### config.mk
export PLATFORM = sky130hd
export DESIGN_NAME = div_unit
export DESIGN_NICKNAME = d
export VERILOG_FILES = /design/src/rtl/rv_mdu_pkg.sv /design/src/rtl/div_step.sv /design/src/rtl/div_unit.sv
export SDC_FILE = /design/constraint.sdc
export NUM_CORES = 1
export LEC_CHECK = 0
export ABC_AREA = 1
export BUFFER_PORTS_ARGS = -buffer_cell sky130_fd_sc_hd__buf_2
export CORE_UTILIZATION = 52
export DETAILED_ROUTE_END_ITERATION = 6
export PLACE_DENSITY = 0.71
export SLEW_MARGIN = 25
export SYNTH_ARGS = -nofsm -noshare
export SYNTH_HDL_FRONTEND = slang
export SYNTH_SLANG_ARGS = --single-unit
### constraint.sdc
create_clock -name clk -period 6.5 [get_ports clk]
set_clock_uncertainty 0.1 [all_clocks]
set_input_delay 0.65 -clock clk [delete_from_list [all_inputs] [get_ports clk]]
set_output_delay 0.65 -clock clk [all_outputs]
set_load 0.02 [all_outputs]
### src/rtl/rv_mdu_pkg.sv
// Shared encodings and types for the RV32IM multiply/divide unit.
// The divider's funct3 codes and FSM states live here.
package rv_mdu_pkg;

   localparam logic [2:0] F3_DIV  = 3'b100;
   localparam logic [2:0] F3_DIVU = 3'b101;
   localparam logic [2:0] F3_REM  = 3'b110;
   localparam logic [2:0] F3_REMU = 3'b111;

   localparam logic [31:0] INT_MIN = 32'h8000_0000;

   typedef enum logic [1:0] {
      IDLE,
      CALC,
      DONE
   } div_state_t;

endpackage

### src/rtl/div_step.sv
// One restoring division iteration: shift the next dividend bit into the
// partial remainder, trial-subtract the divisor, and keep the result if no borrow.
module div_step #(
   parameter int XLEN = 32
) (
   input  logic [XLEN-1:0] i_rem,
   input  logic [XLEN-1:0] i_quo,
   input  logic [XLEN-1:0] i_divisor,
   output logic [XLEN-1:0] o_rem,
   output logic [XLEN-1:0] o_quo
);

   logic [XLEN:0] w_shift;
   logic [XLEN:0] w_diff;
   logic          w_borrow;

   // The extra MSB of the trial difference is the borrow out of the subtraction.
   assign w_shift  = {i_rem, i_quo[XLEN-1]};
   assign w_diff   = w_shift - {1'b0, i_divisor};
   assign w_borrow = w_diff[XLEN];

   assign o_rem = w_borrow ? w_shift[XLEN-1:0] : w_diff[XLEN-1:0];
   assign o_quo = {i_quo[XLEN-2:0], ~w_borrow};

endmodule

### src/rtl/div_unit.sv
// Iterative radix-2 restoring divider for DIV/DIVU/REM/REMU in the Execute stage.
// Stalls the front of the pipeline while a divide is in flight.
module div_unit
   import rv_mdu_pkg::*;
#(
   parameter int XLEN  = 32,
   parameter int CNT_W = 6
) (
   input  logic            clk,
   input  logic            reset,
   input  logic            start,
   input  logic            flush,
   input  logic [2:0]      funct3,
   input  logic [XLEN-1:0] a,
   input  logic [XLEN-1:0] b,
   output logic            stall,
   output logic            done,
   output logic [XLEN-1:0] result
);

   div_state_t       r_state;
   div_state_t       w_state_nxt;
   logic [XLEN-1:0]  r_rem;
   logic [XLEN-1:0]  r_quo;
   logic [XLEN-1:0]  r_div;
   logic [CNT_W-1:0] r_cnt;
   logic             r_neg_q;
   logic             r_neg_r;
   logic             r_is_rem;
   logic             r_done;
   logic [XLEN-1:0]  r_result;

   logic            w_signed;
   logic            w_is_rem;
   logic [XLEN-1:0] w_a_abs;
   logic [XLEN-1:0] w_b_abs;
   logic            w_accept;
   logic            w_b_zero;
   logic            w_ovf;
   logic            w_fast;
   logic            w_last;
   logic [XLEN-1:0] w_fast_result;
   logic [XLEN-1:0] w_rem_nxt;
   logic [XLEN-1:0] w_quo_nxt;
   logic [XLEN-1:0] w_calc_result;

   assign w_signed = (funct3 == F3_DIV) | (funct3 == F3_REM);
   assign w_is_rem = (funct3 == F3_REM) | (funct3 == F3_REMU);
   assign w_a_abs  = (w_signed & a[XLEN-1]) ? -a : a;
   assign w_b_abs  = (w_signed & b[XLEN-1]) ? -b : b;
   assign w_accept = (r_state == IDLE) & start & ~flush;
   assign w_b_zero = (b == '0);
   assign w_ovf    = w_signed & (a == INT_MIN) & (b == '1);
   assign w_fast   = w_b_zero | w_ovf;
   assign w_last   = (r_cnt == CNT_W'(XLEN - 1));

   // Divide-by-zero and signed overflow have architecturally fixed answers.
   assign w_fast_result = w_b_zero ? (w_is_rem ? a : '1)
                                   : (w_is_rem ? '0 : INT_MIN);

   div_step #(.XLEN(XLEN)) u_step (
      .i_rem     (r_rem),
      .i_quo     (r_quo),
      .i_divisor (r_div),
      .o_rem     (w_rem_nxt),
      .o_quo     (w_quo_nxt)
   );

   assign w_calc_result = r_is_rem ? (r_neg_r ? -w_rem_nxt : w_rem_nxt)
                                   : (r_neg_q ? -w_quo_nxt : w_quo_nxt);

   // NOTE: sequential state uses non-blocking assignments so every flop samples pre-edge values.
   always_ff @(posedge clk or negedge reset) begin
      if (!reset) r_state <= IDLE;
      else        r_state <= w_state_nxt;
   end

   // NOTE: default assignment first so no path through the case leaves w_state_nxt unassigned (no latch).
   always_comb begin
      w_state_nxt = r_state;
      case (r_state)
         IDLE:    if (w_accept) w_state_nxt = w_fast ? DONE : CALC;
         CALC:    if (w_last)   w_state_nxt = DONE;
         DONE:    w_state_nxt = IDLE;
         default: w_state_nxt = IDLE;
      endcase
      if (flush) w_state_nxt = IDLE;
   end

   always_comb begin
      stall  = w_accept | (r_state == CALC);
      done   = r_done;
      result = r_result;
   end

   always_ff @(posedge clk or negedge reset) begin
      if (!reset) begin
         r_rem    <= '0;
         r_quo    <= '0;
         r_div    <= '0;
         r_cnt    <= '0;
         r_neg_q  <= 1'b0;
         r_neg_r  <= 1'b0;
         r_is_rem <= 1'b0;
         r_done   <= 1'b0;
         r_result <= '0;
      end else begin
         r_done <= (w_state_nxt == DONE);
         if (w_accept) begin
            r_rem    <= '0;
            r_quo    <= w_a_abs;
            r_div    <= w_b_abs;
            r_cnt    <= '0;
            r_is_rem <= w_is_rem;
            r_neg_q  <= w_signed & (a[XLEN-1] ^ b[XLEN-1]);
            r_neg_r  <= w_signed & a[XLEN-1];
            if (w_fast) r_result <= w_fast_result;
         end else if ((r_state == CALC) && !flush) begin
            r_rem <= w_rem_nxt;
            r_quo <= w_quo_nxt;
            r_cnt <= r_cnt + CNT_W'(1);
            if (w_last) r_result <= w_calc_result;
         end
      end
   end

endmodule

==> flow_summary.ini <==
[floorplanning]
start_util_pct = 53.59
die_w_um = 155.4
core_area_sq_um = 22850
dieArea_sq_um = 24160
rows = 55
dieHeight_um = 155.4
io_pins = 105

[synth]
ys_seq_area_share_pct = 28.62
synth_common_cells = 635 x nand2_1, 265 x inv_1, 161 x nor2_1
syn_area_sq_um = 12240
synth_seq_cells = 140
synth_async_sr_flop_share_pct = 100.0
synth-edff-count = 0
yosysMostFrequentCell = nand2_1
synth.net_count = 2063
yosys_warnings = 0
yosysUniqueCellTypes = 50
yosysTopAreaCell = dfrtp_1
postSynthCellCount = 1953
ys.flop_type = dfrtp_1
synthTopCellsByArea = dfrtp_1 29%, nand2_1 19%, inv_1 8.1%, o21ai_0 5.2%, nor2_1 4.9%
yosysTopAreaCellShare_pct = 28.62
syn_area_per_cell_sq_um = 6.269

[clocking]
cts_resized = 0
post_cts_buffers = 0
clockBufferDepth = 2
root_buffer = clkbuf_16
numCtsBuffers = 17
clk_pin_slew_ps = 70
clk_latency_ps = 430
cts_sinks = 140
hold_buffers = 0
cts_max_level = 4
cts_tree = yes

[timing]
max_slew_margin_pct = 31.97
final.setup.tns_ps = 0
final_max_slew_viol_count = 0
period_needed_ps = 4945
setup_viol_count_final = 0
hold_slack_ps = 112.3
worst_pin_slew_ps = 1013
fin_crit_sh_pct = 76.07
final_hold_viol_count = 0
fmax_ghz = 0.2022
rsz0062_at_grt = no

[route]
vias_per_cell = 5.587
dr.pass1.iters = 5
drtAntennaViolNets = 0
wire_per_inst_um = 16.85
drt_wl_total_um = 39590
dr_total_vias = 13130
drt_iter0_drc = 1126
detail_route.drc_violations = 0

[cells_and_area]
fill_cells = 2286
ff_latch_area_sq_um = 3503
syn_to_final_growth_pct = 11.24
multi_input_area_sq_um = 7451
fin_nets = 2133
drive_gt1_share_pct = 9.332

[worst_setup_path]
cp_common_cell = nand2_1
critPathMaxFanout = 33
path_depth = 31
path_class = register to register
worstPathRequired_ps = 6720
reg2reg_depth = 31
critPathSlowestCell = fa_1
crit_arrival_ps = 5170
cpLargestDelayFamily = simple AND/OR/NAND/NOR gates
start_kind = register
max_stage_delay_ps = 430
crit_buf_inv = 3
cp-end-kind = register

[global_routing]
track_usage_pct = 33.63
grt_max_degree = 74
antenna_found_initial = 2
overflow = 0
grt_pass1_wl_um = 63000
grt_pass1_vias = 12140

[place]
hpwl_um = 30620
place_congestion = 0.9750
port_buffers = 104

[min_path]
min_path_type = input port to asynchronous set/reset pin

[job]
max-cap-violations = 0

[power]
leakagePower_nw = 7.146
ir_drop_mv = 0.2243
power_density_nw_per_um2 = 435.4

[outcome]
status = completed
## where the power goes
group | internal [mW] | switching, mW
Sequential | 1.03 | 0.143
Combinational | 1.13 | 2.60
Clock | 0.583 | 0.442
Total | 2.74 | 3.19
## through the flow
step	worst slack (ps)	instance area (sq um)	std cells	util [%]	total power, mW
6_report	1555	13620	2350	59.61	5.929
5_1_grt	852.5	13620	2349	59.60	6.452
4_1_cts	1646	13590	2348	59.46	5.862
3_5_place_dp	1704	12980	2316	56.81	4.818
3_3_place_gp	1744	12980	2316	56.80	4.788
2_1_floorplan	2454	12240	1953	-	3.896
## layout by cell type, fill, tap and decap left out, types with 5 or more instances in the layout
cell       instances
o21ai_1           14
nand3b_1          12
nand2_1          635
xnor2_1           28
xor2_1            46
ha_1              38
o21ai_0          127
nor2_2             7
nor3_1            34
clkbuf_16         17
o21a_1            15
dfrtp_1          140
nand2_2           11
buf_2            103
nor2_1           161
a21oi_1           75
a31oi_1           11
nand3_1          118
o221ai_1          31
inv_1            265
nand4_1           23
o21bai_1           5
buf_4             10
o22ai_1           30
or2_2              5
o31ai_1            6
nor4_1            14
## cells by family (layout without fill, tap and decap cells)
| kind of cell | after synthesis | after routing | share of synthesized area [%] |
|---|---|---|---|
| AND/OR/NAND/NOR | 1035 | 1035 | 35.63 |
| buffers and inverters | 337 | 420 | 10.72 |
| AO/OA/AOI/OAI | 328 | 328 | 15.70 |
| flip-flops | 140 | 140 | 28.62 |
| XOR/XNOR | 74 | 74 | 5.294 |
| adder cells (fa/ha/maj) | 39 | 39 | 4.047 |
| other | 0 | 1 | 0 |
## metal layers
metal | wire length [um] | vias up | share of wire, % | GRT usage (%)
met5 | 0 | - | 0 | 0
met4 | 1048 | 0 | 2.6 | 10.27
met3 | 3096 | 73 | 7.8 | 6.657
met2 | 17740 | 531 | 45 | 53.00
met1 | 17700 | 6053 | 45 | 46.47
li1 | - | 6472 | - | -
## sequential cells by signal, summed over array words and instances, names as in the netlist
signal / flops
r_rem: 32
r_cnt: 6
result: 32
r_is_rem: 1
r_state: 2
r_quo: 32
r_div: 32
r_neg_r: 1
done: 1
r_neg_q: 1
## final timing paths
kind	startpoint	to	slack (ps)
hold / removal	reset	r_rem[30]	110
min in group clk	flush	r_state[0]	300
setup reg to reg	r_quo[31]	result[28]	1560
setup / recovery	r_quo[31]	result[28]	1560
max in group asynchronous	reset	r_quo[2]	5090
hold reg to reg	result[29]	result[29]	370
## layout make-up
class / count / share of cell area [%]
Antenna cell: 1 / 0.01837
Clock inverter: 14 / 1.305
Sequential cell: 140 / 25.72
Tap cell: 313 / 2.876
Clock buffer: 18 / 3.151
Timing Repair Buffer: 116 / 4.704
Inverter: 272 / 7.515
Multi-Input combinational cell: 1476 / 54.71
Note: power is estimated with default switching activity, not from simulation.
